[src/rtl/sram_arb_pkg.sv]
// Shared IDs, size codes and FSM encodings for the SRAM port arbiter.
// Optional round-robin priority is enabled with SRAM_ARB_RR_EN.
package sram_arb_pkg;

  typedef logic req_id_t;

  localparam req_id_t REQ_INST = 1'b0;
  localparam req_id_t REQ_DATA = 1'b1;

  localparam logic [1:0] SZ_B = 2'd0;
  localparam logic [1:0] SZ_H = 2'd1;
  localparam logic [1:0] SZ_W = 2'd2;

  localparam logic [1:0] ARB    = 2'd0;
  localparam logic [1:0] HOLD_I = 2'd1;
  localparam logic [1:0] HOLD_D = 2'd2;

endpackage

[src/rtl/sram_arb_idq.sv]
// In-order owner FIFO for accepted memory requests.
// Extra pointer MSB tells full from empty.
module sram_arb_idq
  import sram_arb_pkg::*;
#(
  parameter int DEPTH = 2
) (
  input  logic    clk,
  input  logic    rst_n,
  input  logic    push,
  input  logic    pop,
  input  req_id_t din,
  output req_id_t head,
  output logic    full,
  output logic    empty
);

  localparam int AW = $clog2(DEPTH);
  localparam int PW = AW + 1;

  logic [PW-1:0] wp_q, wp_d;
  logic [PW-1:0] rp_q, rp_d;
  req_id_t       ent_q [DEPTH];
  req_id_t       ent_d [DEPTH];

  always_comb begin
    wp_d  = wp_q + PW'(push);
    rp_d  = rp_q + PW'(pop);
    ent_d = ent_q;
    if (push) ent_d[wp_q[AW-1:0]] = din;
  end

  always_ff @(posedge clk or negedge rst_n) begin
    if (!rst_n) begin
      wp_q  <= '0;
      rp_q  <= '0;
      ent_q <= '{default: REQ_INST};
    end else begin
      wp_q  <= wp_d;
      rp_q  <= rp_d;
      ent_q <= ent_d;
    end
  end

  assign empty = (wp_q == rp_q);
  assign full  = (wp_q[AW] != rp_q[AW]) &&
                 (wp_q[AW-1:0] == rp_q[AW-1:0]);
  assign head  = ent_q[rp_q[AW-1:0]];

endmodule

[src/rtl/sram_port_arbiter.sv]
// Shares one SRAM-like port between fetch and load/store requesters.
// SRAM_ARB_RR_EN selects round-robin instead of data-first priority.
module sram_port_arbiter
  import sram_arb_pkg::*;
#(
  parameter int OUTSTANDING = 2,
  parameter int ADDR_W      = 32,
  parameter int DATA_W      = 32
) (
  input  logic              clk,
  input  logic              resetn,
  input  logic              inst_req,
  input  logic              inst_wr,
  input  logic [1:0]        inst_size,
  input  logic [ADDR_W-1:0] inst_addr,
  input  logic [DATA_W/8-1:0] inst_wstrb,
  input  logic [DATA_W-1:0] inst_wdata,
  output logic              inst_addr_ok,
  output logic              inst_data_ok,
  output logic [DATA_W-1:0] inst_rdata,
  input  logic              data_req,
  input  logic              data_wr,
  input  logic [1:0]        data_size,
  input  logic [ADDR_W-1:0] data_addr,
  input  logic [DATA_W/8-1:0] data_wstrb,
  input  logic [DATA_W-1:0] data_wdata,
  output logic              data_addr_ok,
  output logic              data_data_ok,
  output logic [DATA_W-1:0] data_rdata,
  output logic              mem_req,
  output logic              mem_wr,
  output logic [1:0]        mem_size,
  output logic [ADDR_W-1:0] mem_addr,
  output logic [DATA_W/8-1:0] mem_wstrb,
  output logic [DATA_W-1:0] mem_wdata,
  input  logic              mem_addr_ok,
  input  logic              mem_data_ok,
  input  logic [DATA_W-1:0] mem_rdata,
  output logic              arb_err
);

  logic [1:0] state_q, state_d;
  logic       arb_err_q, arb_err_d;
  logic       gnt_v;
  req_id_t    gnt_id;
  req_id_t    tie_pick;
  req_id_t    head;
  logic       full, empty, push, pop;

`ifdef SRAM_ARB_RR_EN
  req_id_t last_q, last_d;

  // Tie goes to whoever lost the previous arbitration.
  assign tie_pick = ~last_q;

  always_comb begin
    last_d = last_q;
    if (state_q == ARB && push) last_d = gnt_id;
  end

  always_ff @(posedge clk or negedge resetn) begin
    if (!resetn) last_q <= REQ_INST;
    else         last_q <= last_d;
  end
`else
  assign tie_pick = REQ_DATA;
`endif

  always_comb begin
    gnt_v  = 1'b0;
    gnt_id = REQ_INST;
    case (state_q)
      ARB: begin
        if (!full) begin
          if (inst_req && data_req) begin
            gnt_v  = 1'b1;
            gnt_id = tie_pick;
          end else if (data_req) begin
            gnt_v  = 1'b1;
            gnt_id = REQ_DATA;
          end else if (inst_req) begin
            gnt_v  = 1'b1;
            gnt_id = REQ_INST;
          end
        end
      end
      HOLD_I: begin
        gnt_v  = inst_req;
        gnt_id = REQ_INST;
      end
      HOLD_D: begin
        gnt_v  = data_req;
        gnt_id = REQ_DATA;
      end
      default: ;
    endcase
    // Reset must silence the port before any clock edge.
    if (!resetn) gnt_v = 1'b0;
  end

  always_comb begin
    mem_wr    = 1'b0;
    mem_size  = '0;
    mem_addr  = '0;
    mem_wstrb = '0;
    mem_wdata = '0;
    if (gnt_v) begin
      if (gnt_id == REQ_DATA) begin
        mem_wr    = data_wr;
        mem_size  = data_size;
        mem_addr  = data_addr;
        mem_wstrb = data_wstrb;
        mem_wdata = data_wdata;
      end else begin
        mem_wr    = inst_wr;
        mem_size  = inst_size;
        mem_addr  = inst_addr;
        mem_wstrb = inst_wstrb;
        mem_wdata = inst_wdata;
      end
    end
  end

  assign mem_req      = gnt_v;
  assign push         = gnt_v & mem_addr_ok;
  assign inst_addr_ok = push & (gnt_id == REQ_INST);
  assign data_addr_ok = push & (gnt_id == REQ_DATA);

  always_comb begin
    state_d = state_q;
    case (state_q)
      ARB: begin
        if (gnt_v && !mem_addr_ok)
          state_d = (gnt_id == REQ_DATA) ? HOLD_D : HOLD_I;
      end
      HOLD_I, HOLD_D: begin
        if (push) state_d = ARB;
      end
      default: state_d = ARB;
    endcase
  end

  assign pop          = mem_data_ok & ~empty;
  assign inst_data_ok = pop & (head == REQ_INST);
  assign data_data_ok = pop & (head == REQ_DATA);
  assign inst_rdata   = mem_rdata;
  assign data_rdata   = mem_rdata;
  assign arb_err_d    = arb_err_q | (mem_data_ok & empty);
  assign arb_err      = arb_err_q;

  always_ff @(posedge clk or negedge resetn) begin
    if (!resetn) begin
      state_q   <= ARB;
      arb_err_q <= 1'b0;
    end else begin
      state_q   <= state_d;
      arb_err_q <= arb_err_d;
    end
  end

  sram_arb_idq #(
    .DEPTH(OUTSTANDING)
  ) u_idq (
    .clk  (clk),
    .rst_n(resetn),
    .push (push),
    .pop  (pop),
    .din  (gnt_id),
    .head (head),
    .full (full),
    .empty(empty)
  );

endmodule

[config.mk]
export PLATFORM = sky130hd
export DESIGN_NAME = sram_port_arbiter
export DESIGN_NICKNAME = d
export VERILOG_FILES = /design/src/rtl/sram_arb_pkg.sv /design/src/rtl/sram_arb_idq.sv /design/src/rtl/sram_port_arbiter.sv
export SDC_FILE = /design/constraint.sdc
export NUM_CORES = 1
export LEC_CHECK = 0
export ABC_AREA = 0
export BUFFER_PORTS_ARGS = -buffer_cell sky130_fd_sc_hd__buf_2
export CAP_MARGIN = 10
export CORE_AREA = 2 2 125 127
export CTS_CLUSTER_SIZE = 40
export DETAILED_ROUTE_END_ITERATION = 12
export DIE_AREA = 0 0 127 129
export HOLD_SLACK_MARGIN = 0.03
export PLACE_DENSITY = 0.43
export SYNTH_ARGS = -nofsm -noshare
export SYNTH_HDL_FRONTEND = slang
export SYNTH_SLANG_ARGS = --single-unit
[constraint.sdc]
create_clock -name clk -period 2.02 [get_ports clk]
set_input_delay 0.404 -clock clk [delete_from_list [all_inputs] [get_ports clk]]
set_output_delay 0.404 -clock clk [all_outputs]
set_load 0.01 [all_outputs]
== Word-level counts from Yosys, hierarchy flattened ==
Cells that the tools add are included.
Cells by class
  add/sub/neg operators: 2
  multipliers: 0
  divide/modulo/power cells: 0
  $lt $le $gt $ge: 3
  equality and inequality tests: 7
  shift-type cells: 0
  muxes and demuxes: 30
  bitwise operators: 13
  reduce and logical (&&, ||, !) cells: 8
Operator list (count)
  $mux 32: 4
  $mux 1: 14
  $mux 2: 5
  $mux 4: 2
  $and 1x1->1: 7
  $add 2x1->2: 2
  $ge 2x2->1 const B: 2
  $logic_and 1x1->1: 4
  $ne 2x2->1 const B: 2
  $not 1->2: 2
  $pmux 2 s2: 1
  $not 1->1: 3
  $pmux 1 s3: 1
  $bwmux 2: 1
  $eq 2x1->1 const B: 1
  $eq 2x2->1: 1
  $eq 2x2->1 const B: 1
  $logic_not 2->1: 1
  $lt 2x1->1 const B: 1
  $pmux 1 s2: 1
  $reduce_and 2->1: 1
  $reduce_or 2->1: 1
  $demux 1 s1: 1
  $eq 1x1->1: 1
  other kinds (3): 3
Storage, ports and cells
  bits in registers: 9
  bits in latches: 0
  memory bits (writable): 0
  memory bits (read-only): 0
  input port bits: 180
  output and inout bits: 141
  word-level logic and storage cells: 69
  memories: 0

== Longest topological paths before layout ==
Gate-level depths: netlist of run 1.
  depth in word-level cells: 9
  mapped depth: 8
  mapped depth without buffers: 8

== Modules after synthesis ==
Synthesis of run 1 repeated with hierarchy kept, for this count alone.
Unflattened totals
  cells, all modules: 359
  area total of the unflattened synthesis: 2239.6 um^2
By module, submodules not included
  sram_port_arbiter: times used 1, cells each 339, area each 1965.6 um^2, sequential area each 75.1 um^2
  sram_arb_idq: times used 1, cells each 20, area each 274.0 um^2, sequential area each 150.1 um^2

== Least setup slack after synthesis of run 1 ==
OpenSTA, ideal clock, no wires.
  path kind: register to output
  start: register u_idq.rp_q[0]
  end: output port mem_addr[12]
  data arrival time: 1.581 ns
  required time: 1.616 ns
  slack: 0.035 ns
  cell stages (with the launch flop): 7
  path buffers: 1
  path through: dfrtp_1 -> xor2_1 -> o21a_4 -> a21oi_4 -> buf_6 -> nand2_1 -> a21oi_1
On the way
  word-level cells in the longest chain between the ends: 6
  elaborated cells between the ends (all ways): 9
  those cells by class: eq/ne (1); mux (7); reduce/logical (1)
RTL lines
  start, declared: line sram_arb_idq.sv:22  | logic [PW-1:0] rp_q, rp_d;
  start signal, assigned: line sram_arb_idq.sv:40  | rp_q <= rp_d;
  $eq 1x1->1 (*): line sram_arb_idq.sv:47  | (wp_q[AW-1:0] == rp_q[AW-1:0]);
  $logic_and 1x1->1 (*): line sram_arb_idq.sv:46  | assign full = (wp_q[AW] != rp_q[AW]) &&
  $mux 1: line sram_port_arbiter.sv:74  | if (!full) begin
  $pmux 1 s3 or $pmux 1 s2 (tied branches): line sram_port_arbiter.sv:72  | case (state_q)
  $mux 1 or $mux 32 (tied branches): line sram_port_arbiter.sv:98, sram_port_arbiter.sv:108
  $mux 32 (*): line sram_port_arbiter.sv:107  | if (gnt_v) begin
  end, declared: line sram_port_arbiter.sv:33  | output logic [ADDR_W-1:0] mem_addr,
Mark *: on every way between the ends. The rest lies on a longest branch, timed or not.

== Worst setup path after layout of run 1 ==
  start: register state_q[0]
  end: output port mem_wdata[24]
On the way
  word-level cells in the longest chain between the ends: 4
  elaborated cells between the ends (all ways): 8
  those cells by class: eq/ne (2); mux (5); reduce/logical (1)
RTL lines
  start, declared: line sram_port_arbiter.sv:42  | logic [1:0] state_q, state_d;
  start signal, assigned: line sram_port_arbiter.sv:156  | state_q <= state_d;
  $eq 2x2->1 (tied with other cells): line sram_port_arbiter.sv:72
  $pmux 1 s3 or $pmux 1 s2 (tied branches): line sram_port_arbiter.sv:72
  $mux 1 or $mux 32 (tied branches): line sram_port_arbiter.sv:98, sram_port_arbiter.sv:108
  $mux 32 (*): line sram_port_arbiter.sv:107
  end, declared: line sram_port_arbiter.sv:35  | output logic [DATA_W-1:0] mem_wdata,
Marks and branches as above.

==> results of run 1 <==
-- power breakdown --
group	switching (uW)	internal, uW
combinational	3130	3100
sequential	58.2	262
clock	88.8	261
-- timing repair --
item	CTS	global route
hold buffers	0	0
cloned	2	4
setup endpoints to repair	74	77
pin swaps	3	1
gates resized for setup	34	23
setup buffers	6	6
-- critical path, delay by kind of cell, from the launching register on --
family	cells	cell delay (ns)
AOI/OAI and AO/OA	3	0.57
adders and majority gates	1	0.23
buffers and inverters	4	0.52
DFF	1	0.38
-- layout make-up --
type / count / area, sq um
fill: 1695 / 11100
multi-input combinational: 253 / 1420
timing repair buffer: 279 / 1870
sequential: 9 / 225
clock buffer: 3 / 75.1
tap: 188 / 235
inverter: 8 / 30.0
clock inverter: 1 / 5.00
-- per-stage QoR --
step                cells  total power (uW)  setup WS, ns
floorplan             356              3280        0.0354
global placement      720              5210        -0.161
detailed placement    720              5160        -0.198
CTS                   731              6170        -0.347
global route          741              7490        -0.425
finish                741              6900        -0.345
-- Yosys cell counts (2+ instances only) --
master | number | area (sq um)
xor2_1 | 3 | 26.3
ha_1 | 6 | 75.1
buf_4 | 64 | 480
dfrtp_1 | 9 | 225
mux2i_1 | 2 | 20.0
buf_6 | 14 | 158
inv_1 | 8 | 30.0
nor2_1 | 4 | 15.0
a21oi_1 | 73 | 365
nand2_1 | 144 | 541
buf_2 | 8 | 40.0
xnor2_1 | 2 | 17.5
-- path summary, 6_finish.rpt --
check | from | end | slack (ns) | depth (start not counted)
max | state_q[0]$_DFFE_PN0P_ | mem_wdata[24] | -0.35 | 8
min | resetn | state_q[0]$_DFFE_PN0P_ | 0.09 | 2
max reg2reg | state_q[0]$_DFFE_PN0P_ | state_q[1]$_DFFE_PN0P_ | 0.07 | 7
min reg2reg | arb_err$_DFF_PN0_ | arb_err$_DFF_PN0_ | 0.47 | 1
max in group asynchronous | resetn | u_idq.ent_q[0]$_DFFE_PN0P_ | 1.80 | 2
min in group clk | mem_data_ok | arb_err$_DFF_PN0_ | 0.43 | 2
-- cell families (layout without fill, tap and decap cells) --
| logic type | count (synthesis) | count (layout) | synth area share, % |
|---|---|---|---|
| xor gates and xnor gates | 5 | 5 | 2.01 |
| and+or+nand+nor | 154 | 154 | 27.4 |
| DFF | 9 | 9 | 10.4 |
| AOI/OAI and AO/OA | 85 | 85 | 22.8 |
| buffers and inverters | 94 | 291 | 32.6 |
| adders and majority gates | 6 | 6 | 3.45 |
| muxes | 3 | 3 | 1.44 |
-- registers in the layout (all words and copies together), names as in the netlist --
signal and count:
state_q 2, u_idq.ent_q 2, u_idq.rp_q 2, u_idq.wp_q 2, arb_err 1
-- metal layers --
| metal | GRT usage [%] | routed length [microns] |
|---|---|---|
| met5 | 0 | 0 |
| met4 | 1.23 | 63 |
| met3 | 3.99 | 1120 |
| met2 | 20.4 | 5530 |
| met1 | 14.9 | 4810 |
==> summary.txt, run 1 <==
Detailed routing
  • DRT Pass-1 Iters: 4
  • Drt via density: 3.92
  • # DRC: 0
  • Vias post-DR: slightly below 3000
  • DRT antenna net count: 0
  • Total wire length: about 12000 microns
  • Drt initial violations: 73
  • Drt wl/cell: ~16 microns

Yosys
  • Synth Cell Area: 2170 sq um
  • Synth Warn #: 0
  • Number of flops mapped to enable cells by yosys: 0
  • Post-synthesis register bit count: 9
  • Top FF cell, synth: dfrtp_1
  • Sequential share of the synthesized area: a little over 10%
  • Synth cell types: 31
  • Syn Nets: between 500 and 600
  • Post-Syn Area per Cell: ~6.1 sq um
  • Syn Inst Count: 356
  • Asr flop ratio synth: 100%

Global route
  • Largest net degree at the start of global routing: 32
  • Total GRT Usage: about an eighth
  • Congestion Overflow GR: 0
  • First-pass GRT wire length: roughly 15000 microns
  • Vias in the first global route: 2679
  • Antenna violations before repair: 0

STA
  • WHS: between 0.08 and 0.09 ns
  • Fin Clk Skew: a little over 0.0009 ns
  • Max_slew headroom: between 70% and 80%
  • Setup TNS: -23.08 ns
  • Crit path time final: 2.37 ns
  • Fin. max-slew vios: 0
  • Slew @ Worst Pin: ~0.3 ns
  • Final Hold Viols: 0
  • Fmax: 423 MHz
  • RSZ-0062 raised after global routing: true
  • Setup violators final: between 70 and 80
  • Final period utilization: 117%
  • Final worst slack: -0.345 ns

Critical path
  • CP Max Fanout: 8
  • WS Path Type: reg -> out
  • CP Launch Type: flip-flop
  • Worst path cell trace: inv_2 > ha_2 > a22o_4 > o21ai_4 > buf_12 > buf_4 > a21oi_1 > buf_2
  • Slowest CP cell: dfrtp_1
  • Arrival @ worst endpoint: around 2.0 ns
  • Critical Path Sink Type: output pin
  • Worst Path Required: 1.62 ns
  • Max incr delay on CP: between 0.3 and 0.4 ns

Place
  • Gpl congestion: approximately 0.81
  • Port Buf Inserts: 224
  • HPWL Detailed: about 9000 microns
  • DP Area: roughly 3300 sq um

Min path
  • Tightest Hold Check Type: in -> async

Final layout
  • Area grow syn2layout: 77.5%
  • Design Area, Final: 3860 sq um
  • ANT cells: 0
  • Net count reported at finish: 740
  • Utilization after layout: between 20% and 30%
  • Most frequent cells in the layout: buf_2, nand2_1, a21oi_1
  • Commonest non-fill, non-tap cell in the layout: buf_2
  • Layout cells sized above 1: about three fifths

Clocking
  • H-tree level count: 1
  • Root Buffer: clkbuf_16
  • CTS max path bufs: 2
  • Sink Count: 9
  • Worst skew pair latency: about 0.23 ns
  • Num CTS Buffers: 3
  • Clock slew at reported path FFs: approximately 0.040 ns
  • CTS tree: done

Pwr
  • VDD IR max: between 0.6 and 0.7 mV
  • P_leak: between 0.002 and 0.0025 uW
  • Power per cell area: around 1800 nW/um^2

Run status
  • Failing checks: setup timing
  • Status: complete, but fails checks

Floorplanning
  • Core Region: 15000 sq um
  • Initial core utilization: around 15%
  • Die Ht: 129 microns
  • Die width: between 100 and 150 microns
  • # rows: 45
  • Die Area: around 16000 sq um
  • I/O Pins: 321

Job
  • Max_cap viols: 0
No activity file was read; power rests on OpenSTA's default activity.
==> run 2: changes to the inputs <==
RECOVER_POWER = 100   (was unset)
SETUP_SLACK_MARGIN = 0.5   (was unset)
==> run 2 against run 1 <==
  * The flow still finishes with violations (setup timing)
  * Global-route usage down 0.077 points
  * Clock power is 1% higher
  * Clock skew is essentially flat
  * Critical endpoint is now mem_wr
  * Largest cell class unchanged
==> summary.txt, run 2 (synthesized netlist as in run 1, its figures left out) <==
Floorplanning
  • I/O Pins: 321 (unchanged)
  • Initial core utilization: 14.5% (unchanged)
  • Die Ht: 129 microns (unchanged)
  • Die width: 127 microns (unchanged)
  • Die Area: 16400 sq um (unchanged)
  • # rows: 45 (unchanged)
  • Core Region: 15000 sq um (unchanged)

Critical path
  • R2R Path Start: u_idq.wp_q[1]$_DFF_PN0_
  • Arrival @ worst endpoint: 1.96 ns (about the same)
  • R2R depth: 10 (+3)
  • Flop-to-flop setup slack: -0.12 ns (-0.19 ns)
  • CP Launch Type: flip-flop
  • CP Max Fanout: 20 (+12)
  • Max incr delay on CP: 0.40 ns (+0.02 ns)
  • Critical Path Sink Type: output pin
  • Worst path cell trace: xor2_2 > o21a_4 > a21oi_4 > buf_12 > clkbuf_16 > nand2_1 > a21oi_2 > buf_2
  • CP endpoint: mem_wr
  • Reg-to-Reg End: u_idq.ent_q[0]$_DFFE_PN0P_
  • Critical Path Start: u_idq.wp_q[0]$_DFF_PN0_
  • Worst Path Required: 1.62 ns (about the same)
  • Slowest CP cell: dfrtp_1
  • WS Path Type: reg -> out

Final layout
  • Utilization after layout: 28.9% (+3.1 points)
  • Net count reported at finish: 735 (-0.68%)
  • Most frequent cells in the layout: buf_2, nand2_1, a21oi_2
  • Commonest non-fill, non-tap cell in the layout: buf_2
  • Design Area, Final: 4330 sq um (+12%)
  • Area grow syn2layout: 99.1%
  • ANT cells: 0 (unchanged)
  • Layout cells sized above 1: 72.8% (+13 points)

Detailed routing
  • Drt wl/cell: 16.4 microns (+5.6%)
  • Total wire length: 12100 microns (+4.9%)
  • # DRC: 0 (unchanged)
  • Drt initial violations: 107 (+47%)
  • DRT Pass-1 Iters: 4 (unchanged)
  • Drt via density: 4.17 (+6.3%)
  • DRT antenna net count: 0 (unchanged)
  • Vias post-DR: 3067 (+5.6%)

Clocking
  • Worst skew pair latency: 0.24 ns (about the same)
  • CTS tree: done
  • Root Buffer: clkbuf_16
  • Sink Count: 9 (unchanged)
  • Num CTS Buffers: 3 (unchanged)
  • H-tree level count: 1 (unchanged)
  • Clock slew at reported path FFs: 0.04 ns (about the same)
  • CTS max path bufs: 2 (unchanged)

Job
  • Max_cap viols: 0 (unchanged)

Place
  • Gpl congestion: 0.695 (-14%)
  • HPWL Detailed: 8120 microns (-9.7%)
  • Pre-CTS setup slack: -0.121 ns (+0.0777 ns)
  • DP Area: 3490 sq um (+7.2%)
  • Port Buf Inserts: 224 (unchanged)

STA
  • RSZ-0062 raised after global routing: true
  • Crit path time final: 2.36 ns (-0.00418 ns)
  • WHS: 0.272 ns (+0.186 ns)
  • Final period utilization: 117% (-0.21 points)
  • Fin. max-slew vios: 0 (unchanged)
  • Fmax: 424 MHz (+0.18%)
  • Max_slew headroom: 67.9% (-12 points)
  • Setup violators final: 79 (+6.8%)
  • Setup TNS: -21.75 ns (+1.33 ns)
  • Final worst slack: -0.341 ns (+0.00418 ns)
  • Fin Clk Skew: 0.000840 ns (-0.0000937 ns)
  • Final Hold Viols: 0 (unchanged)
  • Slew @ Worst Pin: 0.481 ns (+0.175 ns)

Global route
  • Antenna violations before repair: 0 (unchanged)
  • Congestion Overflow GR: 0 (unchanged)
  • Vias in the first global route: 2858 (+6.7%)
  • Largest net degree at the start of global routing: 42 (+31%)
  • Total GRT Usage: 11.7% (-0.077 points)
  • First-pass GRT wire length: 15300 microns (+0.77%)

Run status
  • Failing checks: setup timing
  • Status: complete, but fails checks

Pwr
  • P_leak: 0.00217 uW (+1.8%)
  • VDD IR max: 0.601 mV (-11%)
  • Power per cell area: 1860 nW/um^2 (+3.9%)

Min path
  • Tightest Hold Check Type: in -> async
[run 2: cell count changes in the layout (fill, tap and decap cells not counted), moves of 6 or more]
cell and delta:
a21oi_1 -45, a21oi_2 +41, nand2_1 -22, nand2_2 +21, buf_2 -14, buf_4 -8
buf_6 +8, buf_12 -6
[run 2: report_power, final]
part	leakage (uW)	internal [uW]	switching [uW]	total, uW
Clock	0.0000382	264	90.4	355
Sequential	0.000105	263	75.4	338
Combinational	0.00203	3600	3750	7350
[run 2: critical path, delay by kind of cell (launching register included)]
kind | cells | cell delay, ns
DFF | 1 | 0.40
buffers and inverters | 3 | 0.49
and+or+nand+nor | 1 | 0.08
AOI/OAI and AO/OA | 3 | 0.53
xor gates and xnor gates | 1 | 0.20
[run 2: final cells by class]
cell class / count / area [sq um]
tap: 188 / 235
clock buffer: 4 / 78.8
multi-input combinational: 253 / 1770
inverter: 8 / 37.5
sequential: 9 / 226
timing repair buffer: 274 / 1990
fill: 1618 / 10600
[run 2: worst min-delay path by stage]
stage | start | endpoint | slack (ns) | cells after the start
floorplan | resetn | arb_err$_DFF_PN0_ | 0.11 | 0
global placement | resetn | state_q[1]$_DFFE_PN0P_ | 0.34 | 2
CTS | resetn | u_idq.ent_q[0]$_DFFE_PN0P_ | 0.10 | 2
finish | resetn | u_idq.ent_q[0]$_DFFE_PN0P_ | 0.27 | 2
global route | resetn | u_idq.wp_q[1]$_DFF_PN0_ | 0.33 | 2
detailed placement | resetn | state_q[0]$_DFFE_PN0P_ | 0.35 | 2
[run 2: timing repair]
| action | in CTS | in global routing |
|---|---|---|
| resized for setup | 41 | 28 |
| pin swaps | 9 | 6 |
| endpoints found under the setup margin | 82 | 83 |
| gates cloned | 4 | 11 |
| setup buffers | 9 | 6 |
| hold buffers | 0 | 0 |
[run 2: stage by stage]
stage                     cells  power, uW
after floorplan             356       4050
after global placement      702       5380
after detailed placement    702       5410
after CTS                   719       6900
after global routing        736       8590
final                       736       8040
[run 2: metal layers]
metal	GRT usage [%]	share of wire, %	up-vias
li1	-	-	1473
met1	14.5	40	1399
met2	20.3	49	156
met3	2.45	7.7	39
met4	4.20	2.6	0
met5	0	0	-
==> run 3: changes to the inputs <==
CELL_PAD_IN_SITES_DETAIL_PLACEMENT = 1   (was unset)
CELL_PAD_IN_SITES_GLOBAL_PLACEMENT = 1   (was unset)
CORE_AREA = 2 2 123 125   (was 2 2 125 127)
DIE_AREA = 0 0 125 127   (was 0 0 127 129)
PLACE_DENSITY = 0.72   (was 0.43)
==> run 3 against run 2 <==
  * The run still ends with setup timing left
  * Hold slack improved by 0.0051 ns
  * Sequential cell count stayed put
  * Die area fell by 3.1%
  * First-iteration DRC count is 36% lower
  * Combinational power down 4.6%
  * Non-clock buffer count unchanged
  * Clock skew rose by 0.0011 ns
  * Largest cell class unchanged
  * Largest power group unchanged
  * Highest routed layer unchanged
==> summary.txt, run 3 (synthesized netlist as in run 1, its figures left out) <==
Run status
  • Status: complete, but fails checks
  • Failing checks: setup timing

Pwr
  • Cell internal pwr: 3890 uW (-5.7%)
  • P_leak: 0.00216 uW (-0.76%)
  • Power per cell area: 1830 nW/um^2 (-1.8%)
  • Tot Pwr: 7690 uW (-4.4%)
  • Clk network pwr share: 4.5% (about the same)
  • Psw: 3800 uW (-3.0%)
  • Sw Ratio: 49.5% (+0.72 points)
  • VDD IR max: 0.615 mV (+2.5%)
  • Logic gate share of total power: 91.1% (-0.3 points)
  • Seq pwr share: 4.4% (+0.2 points)

Final layout
  • Commonest non-fill, non-tap cell in the layout: buf_2
  • Area grow syn2layout: 93.8%
  • FILL cells: 1851 (+14%)
  • ANT cells: 0 (unchanged)
  • Most frequent cells in the layout: buf_2, nand2_1, a21oi_2
  • Layout cells sized above 1: 73.2% (+0.36 points)
  • Utilization after layout: 29.2% (+0.31 points)
  • Non-filler instance count after layout: 732 (-0.54%)
  • Net count reported at finish: 735 (unchanged)

STA
  • Fin. max-slew vios: 0 (unchanged)
  • Fmax: 425 MHz (+0.32%)
  • RSZ-0062 raised after global routing: true
  • Fin Clk Skew: 0.00196 ns (+0.00112 ns)
  • Max_slew headroom: 68.0% (+0.094 points)
  • Final Hold Viols: 0 (unchanged)
  • Setup violators final: 78 (-1.3%)
  • Slew @ Worst Pin: 0.479 ns (-0.00141 ns)
  • Final period utilization: 117% (-0.37 points)
  • Crit path time final: 2.35 ns (-0.00745 ns)
  • Setup TNS: -21.22 ns (+0.527 ns)
  • Final worst slack: -0.334 ns (+0.00745 ns)

Floorplanning
  • Core Region: 14400 sq um (-3.7%)
  • Initial core utilization: 15.1% (+0.56 points)
  • Die width: 125 microns (-1.6%)
  • # rows: 44 (-2.2%)
  • Die Ht: 127 microns (-1.6%)
  • Die Area: 15900 sq um (-3.1%)
  • I/O Pins: 321 (unchanged)

Critical path
  • WS Path Type: reg -> out
  • Critical Path Sink Type: output pin
  • Worst path cell trace: xor2_2 > o21a_4 > a21oi_4 > buf_6 > clkbuf_16 > nand2_2 > a21oi_2 > buf_4
  • Arrival @ worst endpoint: 1.95 ns (about the same)
  • CP Launch Type: flip-flop
  • Slowest CP cell: dfrtp_1
  • Worst Path Required: 1.62 ns (about the same)
  • R2R depth: 10 (unchanged)
  • CP Max Fanout: 8 (-60%)
  • Max incr delay on CP: 0.41 ns (about the same)
  • Flop-to-flop setup slack: -0.05 ns (+0.07 ns)

Min path
  • Tightest Hold Check Type: in -> async

Detailed routing
  • Total wire length: 11700 microns (-3.0%)
  • Drt wl/cell: 16.0 microns (-2.4%)
  • Drt initial violations: 68 (-36%)
  • # DRC: 0 (unchanged)
  • Drt via density: 4.13 (-0.93%)
  • Vias post-DR: 3022 (-1.5%)
  • DRT antenna net count: 0 (unchanged)
  • DRT Pass-1 Iters: 4 (unchanged)

Place
  • DP Cell Count: 699 (-0.43%)
  • HPWL Detailed: 8110 microns (-0.12%)
  • Gpl congestion: 0.789 (+14%)
  • Port Buf Inserts: 224 (unchanged)
  • Pre-CTS setup slack: -0.119 ns (+0.00130 ns)

Global route
  • First-pass GRT wire length: 17100 microns (+11%)
  • Vias in the first global route: 3321 (+16%)
  • Total GRT Usage: 13.3% (+1.6 points)
  • Antenna violations before repair: 0 (unchanged)
  • Largest net degree at the start of global routing: 41 (-2.4%)
  • Congestion Overflow GR: 0 (unchanged)

Clocking
  • CTS tree: done
  • Worst skew pair latency: 0.23 ns (about the same)
  • # hold bufs at CTS: 0 (unchanged)
  • Clock slew at reported path FFs: 0.04 ns (about the same)
  • CTS max path bufs: 2 (unchanged)
  • Num CTS Buffers: 3 (unchanged)
  • Sink Count: 9 (unchanged)
  • Root Buffer: clkbuf_16
  • H-tree level count: 1 (unchanged)

Job
  • Max_cap viols: 0 (unchanged)
-- run 3: layout make-up --
type                       instances  area (sq um)  area share, %
inverter                           8          35.0          0.831
multi-input combinational        253          1770           41.9
clock buffer                       4          78.8           1.87
timing repair buffer             274          1880           44.6
tap                              184           230           5.46
sequential                         9           225           5.34
-- run 3: path summary, 6_finish.rpt --
kind | endpoint | startpoint
worst min register to register | arb_err$_DFF_PN0_ | arb_err$_DFF_PN0_
max in group asynchronous | u_idq.rp_q[1]$_DFF_PN0_ | resetn
min in group clk | arb_err$_DFF_PN0_ | mem_data_ok
worst max-delay path | mem_wdata[1] | u_idq.wp_q[0]$_DFF_PN0_
worst min-delay path | state_q[0]$_DFFE_PN0P_ | resetn
worst max register to register | u_idq.ent_q[0]$_DFFE_PN0P_ | state_q[1]$_DFFE_PN0P_
-- run 3: repair_timing --
action | CTS | global route
cloned | 7 | 4
setup buffers | 15 | 3
endpoints found under the setup margin | 82 | 84
gates resized for setup | 30 | 28
pin swaps | 8 | 11
-- run 3: stage by stage --
step	instance area (sq um)	hold slack, ns
after CTS	3990	0.119
final	4210	0.277
after floorplan	2590	0.108
after global routing	4210	0.329
after detailed placement	3510	0.362
after global placement	3510	0.366
-- run 3: per-layer routing --
metal	GRT usage (%)	part of all wire [%]	vias up
met5	0	0	-
met3	3.27	7.4	35
li1	-	-	1472
met1	15.0	39	1381
met4	3.40	2.2	0
met2	25.0	52	134
-- run 3: critical path, delay by kind of cell, from the launching register on --
kind                   cells  cell delay, ns
AO/OA/AOI/OAI              3            0.54
XOR/XNOR                   1            0.20
buffers and inverters      3            0.50
flip-flops                 1            0.41
AND/OR/NAND/NOR            1            0.06
-- run 3: power by group through the flow --
stage / sequential, uW / clock [uW] / combinational, uW
2_1_floorplan: 340 / 0 / 3710
3_3_place_gp: 337 / 0 / 5100
3_5_place_dp: 343 / 0 / 5160
4_1_cts: 332 / 353 / 6540
5_1_grt: 348 / 374 / 7630
6_report: 339 / 348 / 7010
